--- config.mk ---
export PLATFORM = sky130hd
export DESIGN_NAME = mat_scalar_seq
export DESIGN_NICKNAME = d
export VERILOG_FILES = /design/src/rtl/mat_pkg.sv /design/src/rtl/mul8bc2_escalar.sv /design/src/rtl/mat_scalar_seq.sv
export SDC_FILE = /design/constraint.sdc
export NUM_CORES = 1
export LEC_CHECK = 0
export ABC_AREA = 0
export BUFFER_PORTS_ARGS = -buffer_cell sky130_fd_sc_hd__buf_2
export CAP_MARGIN = 20
export CORE_UTILIZATION = 30
export DETAILED_ROUTE_END_ITERATION = 16
export GPL_ROUTABILITY_DRIVEN = 0
export PLACE_DENSITY = 0.45
export SYNTH_ARGS = -nofsm -noshare
export SYNTH_HDL_FRONTEND = slang
export SYNTH_SLANG_ARGS = --single-unit
--- constraint.sdc ---
create_clock -name clk -period 10.18 [get_ports clk]
set_input_delay 3.054 -clock clk [delete_from_list [all_inputs] [get_ports clk]]
set_output_delay 3.054 -clock clk [all_outputs]
set_load 0.005 [all_outputs]
--- src/rtl/mat_pkg.sv ---
// mat_pkg
// Shared definitions for the matrix sequencer blocks: element width,
// largest supported matrix dimension, int8 saturation limits and the
// sequencer state encoding.
// No ports (package).
package mat_pkg;

  localparam int ELEM_W = 8;
  localparam int MAX_N  = 8;

  localparam logic signed [ELEM_W-1:0] INT8_MAX = 8'sh7F;
  localparam logic signed [ELEM_W-1:0] INT8_MIN = 8'sh80;

  typedef enum logic [1:0] {
    IDLE  = 2'd0,
    RUN   = 2'd1,
    DRAIN = 2'd2,
    DONE  = 2'd3
  } seq_state_t;

endpackage

--- src/rtl/mul8bc2_escalar.sv ---
// mul8bc2_escalar
// Combinational saturating signed 8-bit multiplier. Forms the full
// 16-bit signed product and clamps it to the int8 range.
// Ports:
//   a, b      in  8  signed two's-complement operands
//   result    out 8  product clamped to [-128, 127]
//   overflow  out 1  high when the clamp was applied
module mul8bc2_escalar
  import mat_pkg::*;
(
  input  logic signed [ELEM_W-1:0] a,
  input  logic signed [ELEM_W-1:0] b,
  output logic signed [ELEM_W-1:0] result,
  output logic                     overflow
);

  localparam logic signed [2*ELEM_W-1:0] P_MAX = 16'sd127;
  localparam logic signed [2*ELEM_W-1:0] P_MIN = -16'sd128;

  logic signed [2*ELEM_W-1:0] product;

  always_comb begin
    product  = a * b;
    result   = product[ELEM_W-1:0];
    overflow = 1'b0;
    if (product > P_MAX) begin
      result   = INT8_MAX;
      overflow = 1'b1;
    end else if (product < P_MIN) begin
      result   = INT8_MIN;
      overflow = 1'b1;
    end
  end

endmodule

--- src/rtl/mat_scalar_seq.sv ---
// mat_scalar_seq
// Matrix-by-scalar sequencer. Streams the M = N*N int8 elements of the
// source buffer (synchronous read, one cycle latency), multiplies each by
// the scalar latched on start through a saturating multiplier, and writes
// the products to the result buffer at the same address.
// Optional feature macro: MAT_SCALAR_SAT_COUNT_EN adds the sat_count output.
// Parameters: N (matrix dimension, 1..8), AW (address width, 2^AW >= N*N).
// Ports:
//   clk, rst_n          clock, asynchronous active-low reset
//   start, scalar       operation request (sampled in IDLE) and its scalar
//   rd_en, rd_addr      source buffer read strobe / address
//   rd_data             source element, valid one cycle after rd_en
//   wr_en, wr_addr      result buffer write strobe / address
//   wr_data             saturated product
//   busy, done          run in progress / one-cycle completion pulse
//   overflow            sticky saturation flag for the current or last run
//   sat_count           (macro only) saturated elements in the current run
module mat_scalar_seq
  import mat_pkg::*;
#(
  parameter int N  = 5,
  parameter int AW = 6
)(
  input  logic              clk,
  input  logic              rst_n,
  input  logic              start,
  input  logic [ELEM_W-1:0] scalar,
  output logic              rd_en,
  output logic [AW-1:0]     rd_addr,
  input  logic [ELEM_W-1:0] rd_data,
  output logic              wr_en,
  output logic [AW-1:0]     wr_addr,
  output logic [ELEM_W-1:0] wr_data,
  output logic              busy,
  output logic              done,
  output logic              overflow
`ifdef MAT_SCALAR_SAT_COUNT_EN
  ,
  output logic [$clog2(N*N+1)-1:0] sat_count
`endif
);

  localparam int M = N * N;
  localparam logic [AW-1:0] LAST_ADDR = AW'(M - 1);

  localparam logic [1:0] S_IDLE  = IDLE;
  localparam logic [1:0] S_RUN   = RUN;
  localparam logic [1:0] S_DRAIN = DRAIN;
  localparam logic [1:0] S_DONE  = DONE;

  logic [1:0]               state;
  logic signed [ELEM_W-1:0] scalar_q;
  logic                     drain_cnt;
  logic                     accept;

  logic                     s1_valid;
  logic [AW-1:0]            s1_addr;

  logic signed [ELEM_W-1:0] mul_res;
  logic                     mul_ovf;

  assign accept = (state == S_IDLE) && start;

  // rd_addr doubles as the element counter; it holds at M-1 once the last
  // read has been issued so it never leaves the valid address range.
  always_ff @(posedge clk or negedge rst_n) begin
    if (!rst_n) begin
      state     <= S_IDLE;
      scalar_q  <= '0;
      rd_en     <= 1'b0;
      rd_addr   <= '0;
      drain_cnt <= 1'b0;
      busy      <= 1'b0;
      done      <= 1'b0;
    end else begin
      done <= 1'b0;
      case (state)
        S_IDLE: begin
          if (start) begin
            scalar_q <= scalar;
            rd_en    <= 1'b1;
            rd_addr  <= '0;
            busy     <= 1'b1;
            state    <= S_RUN;
          end
        end
        S_RUN: begin
          if (rd_addr == LAST_ADDR) begin
            rd_en     <= 1'b0;
            drain_cnt <= 1'b0;
            state     <= S_DRAIN;
          end else begin
            rd_addr <= rd_addr + 1'b1;
          end
        end
        // Two cycles let the last element pass through both pipeline stages.
        S_DRAIN: begin
          if (drain_cnt) begin
            state <= S_DONE;
            done  <= 1'b1;
            busy  <= 1'b0;
          end else begin
            drain_cnt <= 1'b1;
          end
        end
        S_DONE: begin
          state <= S_IDLE;
        end
        default: begin
          state <= S_IDLE;
        end
      endcase
    end
  end

  mul8bc2_escalar u_mul (
    .a        ($signed(rd_data)),
    .b        (scalar_q),
    .result   (mul_res),
    .overflow (mul_ovf)
  );

  // Stage 1 tracks the read so rd_data arrives with its strobe and address;
  // stage 2 registers the saturated product as the write.
  always_ff @(posedge clk or negedge rst_n) begin
    if (!rst_n) begin
      s1_valid <= 1'b0;
      s1_addr  <= '0;
      wr_en    <= 1'b0;
      wr_addr  <= '0;
      wr_data  <= '0;
      overflow <= 1'b0;
    end else begin
      s1_valid <= rd_en;
      s1_addr  <= rd_addr;
      wr_en    <= s1_valid;
      if (s1_valid) begin
        wr_addr <= s1_addr;
        wr_data <= mul_res;
      end
      if (accept) begin
        overflow <= 1'b0;
      end else if (s1_valid && mul_ovf) begin
        overflow <= 1'b1;
      end
    end
  end

`ifdef MAT_SCALAR_SAT_COUNT_EN
  always_ff @(posedge clk or negedge rst_n) begin
    if (!rst_n) begin
      sat_count <= '0;
    end else if (accept) begin
      sat_count <= '0;
    end else if (s1_valid && mul_ovf) begin
      sat_count <= sat_count + 1'b1;
    end
  end
`endif

endmodule
==> metrics.yaml, run 1 <==
outcome: "completed"
regArea_mm2: 0.001076
crit_end: "wr_data[4]$_DFFE_PN0P_"
min_path_type: "reg -> reg"
die_h_um: 122.3
first_pass_iters: 4
syn_nets: 545
fillCellCount: 1466
hpwl_um: 7776
slew_headroom_pct: 37.20
cp-end-kind: "flop"
grt_pass1_vias: 3234
critPathLaunch: "rd_data[7]"
cts_buffer_depth: 2
drive_above_1_share_pct: 15.05
num_io_pins: 44
slowest_stage: "xnor2_1"
core_mm2: 0.01399
crit_chain: "buf_2 > and2_1 > fa_1 > inv_1 > fa_1 > inv_1 > fa_1 > inv_1 > fa_1 > inv_1 > ha_1 > o21ai_0 > a22oi_1 > o21a_1 > a31oi_1 > xnor2_1 > o21ai_1 > o22ai_1"
dieArea_mm2: 0.01495
reg2regPathDepth: 17
clk_pin_slew_ps: 60
cts_resized: 0
fin_skew_ps: 4.229
synth_area_per_cell_um2: 9.929
routed.top_layer: "met4"
grt_remaining_overflow: 0
postCtsSetupBuffers: 0
layout_commonest_cell: "inv_1"
track_usage_pct: 13.75
max_stage_delay_ps: 720
synth-async-reset-ratio_pct: 100.0
drv_cap: 0
crit_fanout: 11
dieWidth_um: 122.3
min-delay-start: "rd_addr[5]$_DFFE_PN0P_"
fmax_ghz: 0.1262
via_per_inst: 4.647
remaining_drc_errors: 0
ant_nets: 0
finalNetCount: 592
syn_inst: 437
clock_latency_ps: 280
hold_depth: 0
row_count: 43
ctsHoldBuffers: 0
wl_met2_um: 4358
r2r_slack_ps: 4630
routed-via-count: 3090
min_period_ps: 7926
drt_iter0_drc: 115
whs_ps: 473.0
rr_endpoint: "wr_data[4]$_DFFE_PN0P_"
area_growth_syn_to_layout_pct: 13.73
start_util_pct: 31.02
fin_setup_tns_ps: 0
synth-seq-cells: 43
cts_tree: "built"
worstPathArrival_ps: 8130
synth-warning-count: 0
ys_seq_area_share_pct: 24.80
tightest_slew_ps: 941.9
antenna_found_initial: 0
routed-wl-met3_um: 323
rsz0062_at_grt: "no"
layout_common_cells: "inv_1 (95), fa_1 (55), and2_1 (45)"
synth_edf_count: 0
avgRoutedWirePerCell_um: 14.21
n_antenna_cell: 0
setup_violations: 0
numCtsBuffers: 5
r2r-start: "scalar_q[3]$_DFFE_PN0P_"
cp_data_required_time_ps: 10380
root_buffer: "clkbuf_16"
wl_met1_um: 4709
yosys_most_used_dff: "dfrtp_1"
startpoint_type: "input pin"
routed_wl_um: 9450
ys_types: 43
grt_pass1_wl_um: 16100
port_buffers: 43
finalHoldViolations: 0
crit_type: "in -> reg"
htree_levels: 2
final.period_utilization_pct: 77.86
maxSlewViolCount: 0
clkSinkCount: 43
grt_max_degree: 44
multi_input_area_mm2: 0.002888
mappedNetlistArea_mm2: 0.004339
sequential cells by signal, indices dropped and copies added, names as in the netlist, 2 cells and up:
signal,cells
s1_addr,6
wr_data,8
rd_addr,6
wr_addr,6
scalar_q,8
state,2
kinds of logic (layout without fill, tap and decap cells):
group / Yosys count / after routing / share of synthesized area (%)
AOI/OAI and AO/OA: 65 / 65 / 10.09
adders and majority gates: 89 / 89 / 35.18
muxes: 17 / 17 / 4.412
and+or+nand+nor: 109 / 109 / 13.64
DFF: 43 / 43 / 24.80
xor gates and xnor gates: 16 / 16 / 3.229
buffers and inverters: 98 / 146 / 8.651
worst min-delay path by stage:
stage / to / slack, ps
5_1_grt: s1_valid$_DFF_PN0_ / 490
3_3_place_gp: s1_valid$_DFF_PN0_ / 450
2_1_floorplan: wr_en$_DFF_PN0_ / 350
6_report: s1_addr[5]$_DFF_PN0_ / 470
3_5_place_dp: s1_valid$_DFF_PN0_ / 460
4_1_cts: s1_valid$_DFF_PN0_ / 480
synthesized netlist by cell type, drive strengths merged (2+ instances only):
cell     n  area, um2
inv     95      356.6
fa      55       1101
and2    45      281.5
dfrtp   43       1076
ha      34      425.4
nand2   21      78.83
a21oi   17      85.08
mux2    17      191.4
nor2    16      60.06
o21ai   13      65.06
o22ai   11      68.82
xnor2   10      87.58
nor2b    9      56.30
xor2     6      52.55
a21o     3      22.52
a22oi    3      22.52
a31oi    3      18.77
nand2b   3      18.77
nand4    3      18.77
nor4     3      18.77
o211ai   3      22.52
and3     2      12.51
clkbuf   2      7.510
nand3    2      10.01
layout make-up:
type	instances	area share, %
timing repair buffer	43	4.361
sequential	43	21.81
tap	180	4.564
clock inverter	2	0.7099
inverter	95	7.226
clock buffer	6	2.814
multi-input combinational	296	58.52
layer usage:
metal  track usage [%]  vias up
met4             2.058        0
li1                  -     1483
met5                 0        -
met1             19.85     1555
met3             2.230        5
met2             22.02       47
worst max-delay path: cells and delay by family:
kind	cells	cell delay (ps)
XOR/XNOR	1	720
AO/OA/AOI/OAI	6	1140
buffers and inverters	5	430
AND/OR/NAND/NOR	1	210
adder cells (fa/ha/maj)	5	2560
metrics by stage:
| step | setup WS [ps] | instances | cell area [um2] | util, % |
|---|---|---|---|---|
| detailed placement | 1956 | 657 | 4761 | 34.03 |
| CTS | 2249 | 665 | 4935 | 35.28 |
| finish | 2254 | 665 | 4935 | 35.28 |
| global route | 1798 | 665 | 4935 | 35.28 |
| floorplan | 2818 | 437 | 4339 | - |
| global placement | 2089 | 657 | 4761 | 34.03 |
Power of run 1 is not shown: default switching activity piles up to over one toggle a cycle in this logic, so the estimate is an artifact.
==> run 2, diff against run 1 <==
clock period = 7.9 ns   (was 10.18 ns; I/O delays follow)
==> metrics.yaml, run 2 (synthesis results as in run 1) <==
outcome: "completed"  # unchanged
clkSinkCount: 43  # unchanged
rsz0062_at_grt: "no"  # unchanged
fmax_ghz: 0.1387
cp-end-kind: "flop"  # unchanged
grt_max_degree: 44  # unchanged
final.period_utilization_pct: 91.26
hold_depth: 0  # unchanged
antenna_found_initial: 0  # unchanged
rr_endpoint: "wr_data[1]$_DFFE_PN0P_"  # was wr_data[4]$_DFFE_PN0P_
via_per_inst: 4.627  # was 4.647
cts_tree: "built"  # unchanged
htree_levels: 2  # unchanged
cts_buffer_depth: 2  # unchanged
die_h_um: 122.3  # unchanged
layout_commonest_cell: "inv_1"  # unchanged
n_antenna_cell: 0  # unchanged
design_area_mm2: 0.004926  # was 0.004935 mm2
crit_fanout: 11  # unchanged
row_count: 43  # unchanged
dieWidth_um: 122.3  # unchanged
ant_nets: 0  # unchanged
finalNetCount: 594  # was 592
num_io_pins: 44  # unchanged
clk_pin_slew_ps: 60  # about the same
reg2regPathDepth: 17  # unchanged
root_buffer: "clkbuf_16"  # unchanged
drt_iter0_drc: 134  # was 115
grt_pass1_wl_um: 15310  # was 16100 um
final_util_pct: 35.21  # was 35.28%
place_ws_ps: 350.2  # was 1956 ps
routed-via-count: 3086  # was 3090
reg.largest.list: "scalar_q: 8 flops, wr_data: 8 flops"  # unchanged
tightest_slew_ps: 892.1  # was 941.9 ps
crit_type: "in -> reg"  # unchanged
dieArea_mm2: 0.01495  # unchanged
grt_remaining_overflow: 0  # unchanged
hpwl_um: 7604  # was 7776 um
setup_violations: 0  # unchanged
ctsHoldBuffers: 0  # unchanged
fin_skew_ps: 6.216  # was 4.229 ps
min_period_ps: 7209
hold-path-endpoint: "s1_addr[5]$_DFF_PN0_"  # unchanged
remaining_drc_errors: 0  # unchanged
port_buffers: 43  # unchanged
drv_cap: 0  # unchanged
core_mm2: 0.01399  # unchanged
avgRoutedWirePerCell_um: 13.87  # was 14.21 um
min-delay-start: "rd_addr[5]$_DFFE_PN0P_"  # unchanged
start_util_pct: 31.02  # unchanged
cp_data_required_time_ps: 8100  # was 10380 ps
layout_common_cells: "inv_1 (95), fa_1 (55), and2_1 (45)"  # unchanged
drive_above_1_share_pct: 14.99  # was 15.05%
min_path_type: "reg -> reg"  # unchanged
placed_area_mm2: 0.004768  # was 0.004761 mm2
r2r_slack_ps: 2370  # was 4630 ps
r2r-start: "scalar_q[3]$_DFFE_PN0P_"  # unchanged
postCtsSetupBuffers: 0  # unchanged
grt_pass1_vias: 3138  # was 3234
cts_resized: 0  # unchanged
routed_wl_um: 9250  # was 9450 um
startpoint_type: "input pin"  # unchanged
maxSlewViolCount: 0  # unchanged
area_growth_syn_to_layout_pct: 13.52  # was 13.73%
worstPathArrival_ps: 7410  # was 8130 ps
first_pass_iters: 4  # unchanged
track_usage_pct: 13.19  # was 13.75%
fillCellCount: 1441  # was 1466
numCtsBuffers: 5  # unchanged
finalHoldViolations: 0  # unchanged
fin_setup_tns_ps: 0  # unchanged
setup_slack_ps: 690.7  # was 2254 ps
slew_headroom_pct: 40.10  # was 37.20%
clock_latency_ps: 290  # was 280 ps
-- run 2: cell types whose count changed in the layout (fill, tap and decap cells not counted), sizes merged --
cell	change
clkbuf	+1
bufinv	-1
buf	+2
-- run 2: per-layer routing --
layer / global-route usage [%] / share of wire (%) / routed length, um
met1: 19.30 / 51 / 4699
met4: 2.820 / 0.96 / 89
met5: 0 / 0 / 0
met3: 2.230 / 2.9 / 264
met2: 20.33 / 45 / 4198
-- run 2: worst max path at each step --
stage / from / end / slack [ps] / cells past startpoint
finish: rd_data[7] / wr_data[1]$_DFFE_PN0P_ / 690 / 18
global route: rd_data[7] / wr_data[1]$_DFFE_PN0P_ / 310 / 18
floorplan: rd_data[7] / wr_data[3]$_DFFE_PN0P_ / 1220 / 17
detailed placement: rd_data[7] / wr_data[0]$_DFFE_PN0P_ / 350 / 18
global placement: rd_data[7] / wr_data[4]$_DFFE_PN0P_ / 480 / 18
CTS: rd_data[7] / wr_data[1]$_DFFE_PN0P_ / 640 / 18
-- run 2: critical path: stages --
cell     delay [ps]
buf_2           140
and2_1          210
fa_1            600
inv_1           140
fa_1            550
inv_1            50
fa_1            520
inv_1            50
fa_1            520
inv_1            40
ha_1            360
o21ai_0         110
a22oi_1         160
o21a_1          180
a31oi_1         100
xnor2_1         720
o21ai_1         370
o22ai_1         210
-- run 2: final cells by class --
type,instances,area [um2],share of cell area (%)
repair buffers,45,242.7,4.928
multi-input cells,296,2888,58.62
clock buffers,7,132.6,2.692
well taps,180,225.2,4.572
inverters,95,356.6,7.239
flip-flops and latches,43,1076,21.84
clock inverters,1,5.005,0.1016
-- run 2: through the flow --
| step | hold slack [ps] | std cells |
|---|---|---|
| floorplan | 351.9 | 437 |
| global placement | 454.4 | 658 |
| detailed placement | 459.8 | 658 |
| CTS | 466.5 | 666 |
| global route | 490.1 | 667 |
| finish | 464.1 | 667 |
Power of run 2 is left out for the same reason.
==> run 3, diff against run 2 <==
BUFFER_PORTS_ARGS = -buffer_cell sky130_fd_sc_hd__buf_4   (was -buffer_cell sky130_fd_sc_hd__buf_2)
==> metrics.yaml, run 3 (synthesis results as in run 1) <==
finalHoldViolations: 0  # unchanged
startpoint_type: "input pin"  # unchanged
crit_fanout: 11  # unchanged
rr_endpoint: "wr_data[4]$_DFFE_PN0P_"  # was wr_data[1]$_DFFE_PN0P_
track_usage_pct: 13.20  # was 13.19%
ctsHoldBuffers: 0  # unchanged
remaining_drc_errors: 0  # unchanged
cts_resized: 0  # unchanged
tightest_slew_ps: 878.8  # was 892.1 ps
area_growth_syn_to_layout_pct: 15.54  # was 13.52%
routed-via-count: 3083  # was 3086
die_h_um: 122.3  # unchanged
num_io_pins: 44  # unchanged
worstPathArrival_ps: 7390  # was 7410 ps
grt_pass1_wl_um: 15330  # was 15310 um
drive_above_1_share_pct: 14.81  # was 14.99%
r2r_slack_ps: 2390  # was 2370 ps
dieArea_mm2: 0.01495  # unchanged
root_buffer: "clkbuf_16"  # unchanged
reg.largest.list: "scalar_q: 8 flops, wr_data: 8 flops"  # unchanged
clock_latency_ps: 280  # was 290 ps
clkSinkCount: 43  # unchanged
reg2regPathDepth: 17  # unchanged
drv_cap: 0  # unchanged
clk_pin_slew_ps: 60  # about the same
avgRoutedWirePerCell_um: 13.88  # was 13.87 um
finalNetCount: 593  # was 594
drt_iter0_drc: 124  # was 134
cts_buffer_depth: 2  # unchanged
fillCellCount: 1484  # was 1441
n_antenna_cell: 0  # unchanged
min-delay-start: "rd_en$_DFFE_PN0P_"  # was rd_addr[5]$_DFFE_PN0P_
ant_nets: 0  # unchanged
dieWidth_um: 122.3  # unchanged
grt_pass1_vias: 3118  # was 3138
dp_cells: 658  # unchanged
setup_violations: 0  # unchanged
via_per_inst: 4.629  # was 4.627
layout_commonest_cell: "inv_1"  # unchanged
final_util_pct: 35.84  # was 35.21%
fmax_ghz: 0.1392  # was 0.1387 GHz
fin_setup_tns_ps: 0  # unchanged
postCtsSetupBuffers: 0  # unchanged
routed_wl_um: 9242  # was 9250 um
maxSlewViolCount: 0  # unchanged
final_cell_count_no_fill: 666  # was 667
rsz0062_at_grt: "no"  # unchanged
core_mm2: 0.01399  # unchanged
grt_max_degree: 44  # unchanged
regArea_mm2: 0.001076  # unchanged
r2r-start: "scalar_q[3]$_DFFE_PN0P_"  # unchanged
multi_input_area_mm2: 0.002888  # unchanged
cp-end-kind: "flop"  # unchanged
port_buffers: 43  # unchanged
first_pass_iters: 4  # unchanged
antenna_found_initial: 0  # unchanged
hpwl_um: 7610  # was 7604 um
grt_remaining_overflow: 0  # unchanged
cp_data_required_time_ps: 8100  # about the same
min_period_ps: 7186  # was 7209 ps
slew_headroom_pct: 40.59  # was 40.10%
min_path_type: "reg -> reg"  # unchanged
final.period_utilization_pct: 90.96  # was 91.26%
layout_common_cells: "inv_1 (95), fa_1 (55), and2_1 (45)"  # unchanged
cts_tree: "built"  # unchanged
start_util_pct: 31.02  # unchanged
fin_skew_ps: 2.762  # was 6.216 ps
numCtsBuffers: 5  # unchanged
outcome: "completed"  # unchanged
htree_levels: 2  # unchanged
row_count: 43  # unchanged
crit_type: "in -> reg"  # unchanged
hold_depth: 0  # unchanged
hold-path-endpoint: "s1_valid$_DFF_PN0_"  # was s1_addr[5]$_DFF_PN0_
[run 3: worst max path at each step]
stage,startpoint,depth (start not counted),slack [ps],to
2_1_floorplan,rd_data[7],17,1220,wr_data[3]$_DFFE_PN0P_
3_3_place_gp,rd_data[7],18,480,wr_data[3]$_DFFE_PN0P_
3_5_place_dp,rd_data[7],18,370,wr_data[1]$_DFFE_PN0P_
4_1_cts,rd_data[7],18,650,wr_data[4]$_DFFE_PN0P_
5_1_grt,rd_data[7],18,310,wr_data[1]$_DFFE_PN0P_
6_report,rd_data[7],18,710,wr_data[4]$_DFFE_PN0P_
[run 3: metrics by stage]
step / hold WS [ps] / worst slack, ps / cell area [um2]
3_5_place_dp: 463.6 / 365.5 / 4876
4_1_cts: 476.5 / 653.1 / 5014
2_1_floorplan: 351.9 / 1222 / 4339
5_1_grt: 498.7 / 312.8 / 5014
6_report: 469.3 / 714.5 / 5014
3_3_place_gp: 457.6 / 483.0 / 4876
[run 3: layout make-up]
class	instances	area share, %
Multi-Input combinational cell	296	57.60
Sequential cell	43	21.46
Inverter	95	7.113
Timing Repair Buffer	44	6.588
Tap cell	180	4.492
Clock buffer	7	2.645
Clock inverter	1	0.09983
[run 3: critical path, stage by stage]
cell     delay, ps
buf_4          130
and2_1         200
fa_1           600
inv_1          140
fa_1           540
inv_1           50
fa_1           520
inv_1           50
fa_1           520
inv_1           40
ha_1           350
o21ai_0        110
a22oi_1        160
o21a_1         180
a31oi_1        110
xnor2_1        700
o21ai_1        380
o22ai_1        210
[run 3: routing by layer]
metal	share of wire, %	global-route usage (%)	wire, um	up-vias
met4	0.84	2.515	78	0
met1	50	18.89	4575	1546
met3	3.2	2.602	300	7
met2	46	20.72	4287	45
li1	-	-	-	1485
met5	0	0	0	-
Power of run 3 is left out for the same reason.
